### src/rtl/fp_pkg.sv
// Shared types and constants for the single-precision add/sub sequencer.
// Field widths follow IEEE-754 binary32 and the 26-bit shared magnitude ALU.
package fp_pkg;
  localparam int EXP_W  = 8;
  localparam int FRAC_W = 23;
  localparam int MANT_W = FRAC_W + 1;
  localparam int ALU_W  = 26;
  localparam int EXP_MAX = 255;

  localparam logic [31:0] QNAN    = 32'h7FC0_0000;
  localparam logic [31:0] POS_INF = 32'h7F80_0000;

  typedef enum logic [2:0] {
    S_IDLE,
    S_SWAP,
    S_ALIGN,
    S_EXEC,
    S_NORM
  } state_e;

  // Denormals flush to zero, so the hidden bit is simply "exponent non-zero".
  function automatic logic [MANT_W-1:0] mant_of(input logic [EXP_W-1:0] e,
                                                input logic [FRAC_W-1:0] f);
    return {(e != '0), f};
  endfunction
endpackage

### src/rtl/fp_addsub_ctrl_lzc24.sv
// Combinational 24-bit leading-zero counter; all-zero input yields 24.
module lzc24 (
  input  logic [23:0] i_dat,
  output logic [4:0]  o_cnt
);
  // Ascending scan: the highest set bit is the last one to write the count.
  always_comb begin
    o_cnt = 5'd24;
    for (int i = 0; i < 24; i++) begin
      if (i_dat[i]) o_cnt = 5'(23 - i);
    end
  end
endmodule

### src/rtl/fp_addsub_ctrl.sv
// IEEE-754 single add/sub sequencer driving an external 1-cycle magnitude ALU.
// Fixed 5-state walk (IDLE/SWAP/ALIGN/EXEC/NORM); start only honoured in IDLE.
import fp_pkg::*;

module fp_addsub_ctrl (
  input  logic             i_clk,
  input  logic             i_rst_n,
  input  logic             i_start,
  input  logic [31:0]      i_a,
  input  logic [31:0]      i_b,
  input  logic             i_sub,
  output logic             o_busy,
  output logic             o_done,
  output logic [31:0]      o_result,
  output logic [ALU_W-1:0] o_alu_a,
  output logic [ALU_W-1:0] o_alu_b,
  output logic             o_alu_op,
  input  logic [ALU_W-2:0] i_alu_res,
  input  logic             i_alu_sign
);
  state_e              r_state;
  logic [31:0]         r_a, r_b;
  logic                r_sb_eff;
  logic                r_x_sign, r_y_sign;
  logic [EXP_W-1:0]    r_x_exp, r_y_exp, r_diff;
  logic [FRAC_W-1:0]   r_x_frac, r_y_frac;
  logic                r_special;
  logic [31:0]         r_special_val;
  logic                r_busy, r_done, r_alu_op;
  logic [31:0]         r_result;
  logic [ALU_W-1:0]    r_alu_a, r_alu_b;

  logic [EXP_W-1:0]    w_a_exp, w_b_exp;
  logic                w_swap, w_a_nan, w_b_nan, w_a_inf, w_b_inf;
  logic [31:0]         w_special_val;
  logic [MANT_W-1:0]   w_mant_x, w_mant_y, w_y_shift;
  logic [4:0]          w_lz;
  logic [MANT_W-1:0]   w_norm_mant;
  logic [FRAC_W-1:0]   w_frac;
  logic signed [9:0]   w_exp;
  logic                w_sign;
  logic [31:0]         w_norm_result;

  assign w_a_exp = r_a[30:23];
  assign w_b_exp = r_b[30:23];
  assign w_swap  = (w_b_exp > w_a_exp);
  assign w_a_nan = (&w_a_exp) && (|r_a[22:0]);
  assign w_b_nan = (&w_b_exp) && (|r_b[22:0]);
  assign w_a_inf = (&w_a_exp) && !(|r_a[22:0]);
  assign w_b_inf = (&w_b_exp) && !(|r_b[22:0]);

  always_comb begin
    w_special_val = QNAN;
    if (!(w_a_nan || w_b_nan) && !(w_a_inf && w_b_inf && (r_a[31] != r_sb_eff))) begin
      w_special_val = w_a_inf ? {r_a[31], POS_INF[30:0]} : {r_sb_eff, POS_INF[30:0]};
    end
  end

  assign w_mant_x  = mant_of(r_x_exp, r_x_frac);
  assign w_mant_y  = mant_of(r_y_exp, r_y_frac);
  assign w_y_shift = (r_diff >= 8'd24) ? '0 : (w_mant_y >> r_diff);

  lzc24 u_lzc (
    .i_dat (i_alu_res[MANT_W-1:0]),
    .o_cnt (w_lz)
  );

  assign w_norm_mant = i_alu_res[MANT_W-1:0] << w_lz;
  assign w_frac = i_alu_res[MANT_W] ? i_alu_res[MANT_W-1:1] : w_norm_mant[FRAC_W-1:0];
  assign w_exp  = i_alu_res[MANT_W] ? ($signed({2'b00, r_x_exp}) + 10'sd1)
                                    : ($signed({2'b00, r_x_exp}) - $signed({5'd0, w_lz}));
  assign w_sign = r_x_sign ^ (r_alu_op & i_alu_sign);

  always_comb begin
    w_norm_result = '0;
    if (r_special)                           w_norm_result = r_special_val;
    else if (i_alu_res == '0)                w_norm_result = '0;
    else if (w_exp >= $signed(10'(EXP_MAX))) w_norm_result = {w_sign, POS_INF[30:0]};
    else if (w_exp <= 10'sd0)                w_norm_result = '0;
    else                                     w_norm_result = {w_sign, w_exp[EXP_W-1:0], w_frac};
  end

  always_ff @(posedge i_clk) begin
    if (!i_rst_n) begin
      r_state       <= S_IDLE;
      r_a           <= '0;
      r_b           <= '0;
      r_sb_eff      <= 1'b0;
      r_x_sign      <= 1'b0;
      r_y_sign      <= 1'b0;
      r_x_exp       <= '0;
      r_y_exp       <= '0;
      r_diff        <= '0;
      r_x_frac      <= '0;
      r_y_frac      <= '0;
      r_special     <= 1'b0;
      r_special_val <= '0;
      r_busy        <= 1'b0;
      r_done        <= 1'b0;
      r_result      <= '0;
      r_alu_a       <= '0;
      r_alu_b       <= '0;
      r_alu_op      <= 1'b0;
    end else begin
      r_done <= 1'b0;
      case (r_state)
        S_IDLE: begin
          if (i_start) begin
            r_a      <= i_a;
            r_b      <= i_b;
            r_sb_eff <= i_b[31] ^ i_sub;
            r_busy   <= 1'b1;
            r_state  <= S_SWAP;
          end
        end
        S_SWAP: begin
          // X always carries the larger exponent; ties keep A as X.
          if (w_swap) begin
            r_x_sign <= r_sb_eff;  r_x_exp <= w_b_exp;  r_x_frac <= r_b[22:0];
            r_y_sign <= r_a[31];   r_y_exp <= w_a_exp;  r_y_frac <= r_a[22:0];
            r_diff   <= w_b_exp - w_a_exp;
          end else begin
            r_x_sign <= r_a[31];   r_x_exp <= w_a_exp;  r_x_frac <= r_a[22:0];
            r_y_sign <= r_sb_eff;  r_y_exp <= w_b_exp;  r_y_frac <= r_b[22:0];
            r_diff   <= w_a_exp - w_b_exp;
          end
          r_special     <= (&w_a_exp) || (&w_b_exp);
          r_special_val <= w_special_val;
          r_state       <= S_ALIGN;
        end
        S_ALIGN: begin
          r_alu_a  <= {2'b00, w_mant_x};
          r_alu_b  <= {2'b00, w_y_shift};
          r_alu_op <= r_x_sign ^ r_y_sign;
          r_state  <= S_EXEC;
        end
        S_EXEC: r_state <= S_NORM;
        S_NORM: begin
          r_result <= w_norm_result;
          r_done   <= 1'b1;
          r_busy   <= 1'b0;
          r_state  <= S_IDLE;
        end
        default: r_state <= S_IDLE;
      endcase
    end
  end

  assign o_busy   = r_busy;
  assign o_done   = r_done;
  assign o_result = r_result;
  assign o_alu_a  = r_alu_a;
  assign o_alu_b  = r_alu_b;
  assign o_alu_op = r_alu_op;
endmodule

### config.mk
export PLATFORM = sky130hd
export DESIGN_NAME = fp_addsub_ctrl
export DESIGN_NICKNAME = d
export VERILOG_FILES = /design/src/rtl/fp_pkg.sv /design/src/rtl/fp_addsub_ctrl_lzc24.sv /design/src/rtl/fp_addsub_ctrl.sv
export SDC_FILE = /design/constraint.sdc
export NUM_CORES = 1
export LEC_CHECK = 0
export ABC_AREA = 1
export CAP_MARGIN = 30
export CORE_MARGIN = 8
export CORE_UTILIZATION = 45
export DETAILED_ROUTE_END_ITERATION = 6
export GPL_TIMING_DRIVEN = 0
export HOLD_SLACK_MARGIN = 0.15
export PLACE_DENSITY = 0.76
export SLEW_MARGIN = 10
export SYNTH_ARGS = -nofsm -noshare
export SYNTH_HDL_FRONTEND = slang
export SYNTH_SLANG_ARGS = --single-unit
### constraint.sdc
create_clock -name i_clk -period 4.6 [get_ports i_clk]
set_input_delay 0.46 -clock i_clk [delete_from_list [all_inputs] [get_ports i_clk]]
set_output_delay 0.46 -clock i_clk [all_outputs]
set_load 0.05 [all_outputs]
=== After elaboration in Yosys (flattened, before gate mapping) ===
Index checks and enable logic that the tools add are counted.

* Output and inout bits: 87
* Word-level logic and storage cells: 108
* Memory bits (read-only): 0
* RAM bits: 0
* Latch bits: 0
* Register bits: 255
* Memories: 0

* Shifts and indexed selects: 2
* Eq/ne operators: 6
* Multipliers: 0
* Add/sub/neg operators: 4
* Mux-type cells: 45
* Div/mod/pow operators: 0
* Order comparisons: 4
* Bitwise gates (word level): 4
* Reduce and logical (&&, ||, !) cells: 24

{| class="wikitable"
|+ Operators by type and width
! operator !! count
|-
| $mux W32 || 6
|-
| $mux W5 || 16
|-
| $mux W23 || 3
|-
| $reduce_or A23 Y1 || 2
|-
| $mux W4 || 8
|-
| $logic_not A25 Y1 || 1
|-
| $mux W24 || 1
|-
| $mux W8 || 3
|-
| $shl A24 B5 Y23 || 1
|-
| $shr A24 B8 Y24 || 1
|-
| $reduce_and A8 Y1 || 2
|-
| $reduce_bool A8 Y1 || 2
|-
| $sub A8 B8 Y8 || 2
|-
| $pmux W3 S4 || 1
|-
| $ge A10 B9 Y1 const B || 1
|-
| $le A10 B1 Y1 const B || 1
|-
| $mux W10 || 1
|-
| $add A8 B1 Y9 const B || 1
|-
| $sub A8 B5 Y9 || 1
|-
| $ge A8 B5 Y1 const B || 1
|-
| $gt A8 B8 Y1 || 1
|-
| $logic_and A1 B1 Y1 || 7
|-
| $eq A3 B2 Y1 const B || 2
|-
| $logic_not A1 Y1 || 4
|-
| other kinds (13) || 20
|}

=== Depth between registers and ports, before layout ===
* Word-level depth: 31
* Gate-level depth with buffers: 45

=== Modules after synthesis ===
From an unflattened synthesis, not the netlist that was laid out.

* Cells, all modules: 1978
* Area, all modules: 13178.9 µm²

{| class="wikitable"
|+ By module, submodules not included
! module !! cells each !! area an instance (µm²) !! instances
|-
| fp_addsub_ctrl || 1904 || 12864.8 || 1
|-
| lzc24 || 74 || 314.1 || 1
|}

=== Worst setup path before layout ===
No wires, ideal clock.

* Path type: in2reg
* Start point: input port i_alu_res[1]
* End point: register r_result[18] (netlist: o_result[18])
* Arrival time: 4.009 ns
* Stages on the path: 42
* Setup time: 0.135 ns
* Buffers on the path: 2
* Setup slack: 0.456 ns
* Cells stage by stage: inv_2 nand2_1 nand2_1 nand2_1 nand2_1 nand2_1 nand2_1 nand2_1 nand2_1 nand2_1 nand2_1 nand2_1 nand2_1 nand2_1 nand2_1 nand2_1 nand2_1 nand2_1 (+6 left out) ha_1 inv_1 fa_1 nand3_1 nand2_1 inv_1 nor2_1 o21ai_0 nand2_1 nor2_1 nand4_1 o41ai_4 nor4_4 inv_2 buf_6 a21oi_2 nand2_1 a21oi_2

* Word-level cells in the longest chain between the ends: 30
* Elaborated cells on any way between the ends: 34
* Classes of those cells: 1 x add/sub; 2 x order compare; 1 x shift; 29 x mux; 1 x reduce/logical

{| class="wikitable"
|+ RTL lines
! element !! line !! text
|-
| start: declaration || fp_addsub_ctrl.sv:18 || <nowiki>input logic [ALU_W-2:0] i_alu_res,</nowiki>
|-
| $mux W4 (7 in a row) || fp_addsub_ctrl_lzc24.sv:10 || <nowiki>if (i_dat[i]) o_cnt = 5'(23 - i);</nowiki>
|-
| $mux W5 (16 in a row) || fp_addsub_ctrl_lzc24.sv:10 ||
|-
| $sub A8 B5 Y9 || fp_addsub_ctrl.sv:71 || <nowiki>: ($signed({2'b00, r_x_exp}) - $signed({5'd0, w_lz}));</nowiki>
|-
| $mux W10 || fp_addsub_ctrl.sv:70 || <nowiki>assign w_exp = i_alu_res[MANT_W] ? ($signed({2'b00, r_x_exp}) + 10'sd1)</nowiki>
|-
| $le A10 B1 Y1 || fp_addsub_ctrl.sv:79 || <nowiki>else if (w_exp <= 10'sd0) w_norm_result = '0;</nowiki>
|-
| $mux W32 || fp_addsub_ctrl.sv:79 ||
|-
| $mux W32 || fp_addsub_ctrl.sv:78 || <nowiki>else if (w_exp >= $signed(10'(EXP_MAX))) w_norm_result = {w_sign, POS_INF[30:0]};</nowiki>
|-
| $mux W32 * || fp_addsub_ctrl.sv:77 || <nowiki>else if (i_alu_res == '0) w_norm_result = '0;</nowiki>
|-
| $mux W32 * || fp_addsub_ctrl.sv:76 || <nowiki>if (r_special) w_norm_result = r_special_val;</nowiki>
|-
| end signal: assignment || fp_addsub_ctrl.sv:139 || <nowiki>r_result <= w_norm_result;</nowiki>
|-
| end: declaration || fp_addsub_ctrl.sv:30 || <nowiki>logic [31:0] r_result;</nowiki>
|}

Mark *: on every way between the ends. The rest lies on a longest branch, timed or not.
A chain may end at the register's enable or synchronous reset.

=== Worst setup path after layout ===
* Start point: input port i_alu_res[9]
* End point: register r_result[15] (netlist: o_result[15])

* Word-level cells in the longest chain between the ends: 22
* Elaborated cells on any way between the ends: 26
* Classes of those cells: 1 x add/sub; 2 x order compare; 1 x shift; 21 x mux; 1 x reduce/logical

{| class="wikitable"
|+ RTL lines
! element !! line
|-
| $mux W5 (15 in a row) || fp_addsub_ctrl_lzc24.sv:10
|-
| $sub A8 B5 Y9 || fp_addsub_ctrl.sv:71
|-
| $mux W10 || fp_addsub_ctrl.sv:70
|-
| $le A10 B1 Y1 || fp_addsub_ctrl.sv:79
|-
| $mux W32 || fp_addsub_ctrl.sv:79
|-
| $mux W32 || fp_addsub_ctrl.sv:78
|-
| $mux W32 * || fp_addsub_ctrl.sv:77
|-
| $mux W32 * || fp_addsub_ctrl.sv:76
|}

Marked as above.

==> impl_metrics.env <==
export IMPL_start_kind="primary input"
export IMPL_setup_viol=0
export IMPL_drt_antenna_violating_nets=0
export IMPL_drive_gt1_frac=0.05805
export IMPL_endpoint="o_result[15]"
export IMPL_synthesis_area_um2=12320
export IMPL_ys_seq_area_frac=0.3672
export IMPL_die_width_um=181.5
export IMPL_routed_wl_um=44700
export IMPL_crit_path_max_fanout=11
export IMPL_nFillCells=2512
export IMPL_worstSkewPairLatency_ns=0.55
export IMPL_die_area_um2=32930
export IMPL_leakage_nw=6.199
export IMPL_wl_per_cell_um=18.70
export IMPL_initial_utilization=0.4572
export IMPL_ys_seq_elements=226
export IMPL_drv_cap=0
export IMPL_grt_max_degree=15
export IMPL_synth_edf_count=0
export IMPL_synthDistinctLibCells=54
export IMPL_worst_clock_skew_ns=0.02661
export IMPL_track_usage=0.2592
export IMPL_die_h_um=181.5
export IMPL_cellPowerDensity_nw_per_um2=400.1
export IMPL_whs_ns=0.3400
export IMPL_dp_cells=2338
export IMPL_r2r_cells=11
export IMPL_root_buffer="clkbuf_16"
export IMPL_slew_limit_headroom=0.2820
export IMPL_cts_max_level=1
export IMPL_place_ws_ns=-0.9158
export IMPL_timing_setup_tns_ns=0
export IMPL_hold_violations=0
export IMPL_area_growth_pct=26.34
export IMPL_drc=0
export IMPL_fmax_mhz=234.3
export IMPL_nNetsFinal=2152
export IMPL_vias=13630
export IMPL_grt_antenna_before_repair=0
export IMPL_finalCriticalPeriod_ns=4.268
export IMPL_fin_area_um2=15570
export IMPL_clk_path_buf_depth=3
export IMPL_slew_viol_final=0
export IMPL_synth_area_top_cells="dfxtp_1 (37%), a21oi_1 (11%), nand2_1 (10%)"
export IMPL_regArea_um2=4524
export IMPL_p_total_mw=6.228
export IMPL_diodes=0
export IMPL_syn_inst=1819
export IMPL_slowest_stage="clkdlybuf4s50_1"
export IMPL_yosysWarnings=0
export IMPL_end_kind="flop"
export IMPL_hp_class="in2reg"
export IMPL_cp_arrival_ns=4.75
export IMPL_fin_ws_ns=0.3320
export IMPL_drt_iter0_markers=1311
export IMPL_placed_area_um2=14510
export IMPL_synth_top_area_frac=0.3672
export IMPL_ioPinCount=181
export IMPL_floorplan_rows=60
export IMPL_clock_sinks=226
export IMPL_peakVddDrop_mv=0.2221
export IMPL_gp_congestion=0.9553
export IMPL_worst_setup_path_type="in2reg"
export IMPL_cts_buffers=25
export IMPL_critPathMaxStageDelay_ns=0.56
export IMPL_io_buffer_count=175
export IMPL_overflow=0
export IMPL_worst_pin_slew_ns=1.073
export IMPL_dr_pass1_iters=5
export IMPL_cts_clk_slew_worst_paths_ns=0.06
export IMPL_setup_reg_to_reg_worst_slack_ns=1.22
export IMPL_stdcell_count=2391
export IMPL_synth_top_area_cell="dfxtp_1"
export IMPL_rr_endpoint="o_alu_b[15]"
export IMPL_yosys_most_used_dff="dfxtp_1"
export IMPL_final_util=0.5776
export IMPL_syn_avg_cell_area_um2=6.774
export IMPL_rsz0062_at_grt="false"
export IMPL_cpMostUsedCell="nand2_1"
export IMPL_async_flop_share=0
export IMPL_multi_input_area_um2=6683
export IMPL_hold_buffers=0
export IMPL_hpwl_um=34820
export IMPL_core_area_um2=26950
export IMPL_post_route_period_util=0.9278
export IMPL_cts_tree="done"
export IMPL_vias_per_cell=5.702
export IMPL_grt_first_pass_wirelength_um=69870
export IMPL_grt_pass1_vias=12850
export IMPL_required_ns=5.08
export IMPL_status="finished clean"
export IMPL_startpoint="i_alu_res[9]"
export IMPL_r2r_start="r_state[2]"
==> routing by layer <==
layer / track usage / part of all wire
met1: 0.3531 / 0.46
met2: 0.4091 / 0.43
met3: 0.04251 / 0.080
met4: 0.09019 / 0.032
met5: 0 / 0
==> flip-flops by register name, indices dropped and copies added (netlist names) <==
register	flops
o_result	32
r_a	32
r_b	31
o_alu_a	24
o_alu_b	24
r_x_frac	23
r_y_frac	23
r_diff	8
r_x_exp	8
r_y_exp	8
r_special_val	3
r_state	3
o_alu_op	1
o_busy	1
o_done	1
r_sb_eff	1
r_special	1
r_x_sign	1
r_y_sign	1
==> Yosys cell counts, types with 2 or more instances <==
library cell and n:
and2_1 2, a22oi_1 2, buf_1 11, nor2_2 2, buf_4 5, o221ai_1 3
a21o_1 2, xor2_1 8, nor4_1 18, o21bai_1 3, ha_1 23, o21ai_1 11
a31oi_1 7, clkinv_1 4, inv_1 146, o211ai_1 24, nand2_2 2, dfxtp_1 226
a21oi_2 23, nor2_1 117, o21ai_0 236, nand2_1 334, xnor2_1 3, nor3_1 10
a221oi_1 4, nor4_4 2, buf_6 3, mux2i_1 13, a21oi_1 270, clkbuf_1 105
fa_1 3, nand4_1 12, nand3_1 148, inv_2 10, nand2_4 3, or2_2 2
buf_2 5
==> critical path, delay by kind of cell <==
| family | cells | cell delay (ns) |
|---|---|---|
| and+or+nand+nor | 19 | 2.00 |
| adders and majority gates | 1 | 0.30 |
| xor gates and xnor gates | 1 | 0.20 |
| buffers and inverters | 5 | 1.26 |
| AOI/OAI and AO/OA | 5 | 0.51 |
==> worst min-delay path by stage <==
stage	slack, ns	endpoint	cells after the start	startpoint
floorplan	0.44	r_special_val[30]	1	r_special_val[30]
global placement	0.45	r_special_val[30]	1	r_special_val[30]
detailed placement	0.46	o_alu_b[13]	2	o_alu_b[13]
CTS	0.46	o_alu_b[10]	2	o_alu_b[10]
global route	0.36	o_result[0]	3	i_alu_res[1]
finish	0.34	o_result[0]	3	i_alu_res[1]
==> area by class of cell <==
class	count	area share
inverter	160	0.03858
tap	341	0.02741
multi-input combinational	1307	0.4293
clock buffer	31	0.04356
clock inverter	14	0.01800
timing repair buffer	184	0.1183
sequential	226	0.2906
buffer	128	0.03424
==> kinds of logic after synthesis <==
logic type | count (synthesis) | synth area share
adder cells (fa/ha/maj) | 26 | 0.02823
XOR/XNOR | 12 | 0.009140
AO/OA/AOI/OAI | 597 | 0.2634
multiplexers | 13 | 0.01056
other | 1 | 0.0003043
AND/OR/NAND/NOR | 655 | 0.2293
buffers and inverters | 289 | 0.09190
flip-flops | 226 | 0.3672
==> placed cells by master, fill, tap and decap left out, types with 3 or more instances in the layout <==
cell	netlist	routed
nand2_4	3	3
a21oi_2	23	23
a31oi_1	7	7
ha_1	23	23
clkbuf_16	0	25
clkdlybuf4s50_1	0	166
a21oi_1	270	270
o221ai_1	3	3
nand2_1	334	334
fa_1	3	3
o21ai_0	236	236
nor4_1	18	17
nor3_1	10	10
nand4_1	12	12
buf_2	5	6
bufinv_16	0	7
conb_1	1	4
inv_2	10	13
xor2_1	8	8
buf_1	11	11
o21ai_1	11	11
clkbuf_8	0	3
nand3_1	148	148
dlymetal6s2s_1	0	9
dfxtp_1	226	226
clkbuf_1	105	106
clkinv_1	4	4
nor2_1	117	117
mux2i_1	13	13
xnor2_1	3	3
a221oi_1	4	4
o211ai_1	24	24
inv_1	146	143
buf_4	5	14
o21bai_1	3	3
==> where the power goes <==
part,internal [mW],switching [mW]
Clock,1.45,0.854
Combinational,0.530,1.16
Sequential,2.12,0.111
==> what timing repair did <==
action,in CTS,in global routing
setup endpoints to repair,18,32
resized for setup,1,15
pin swaps,2,1
buffers inserted,4,4
No activity file was read; power rests on OpenSTA's default activity.
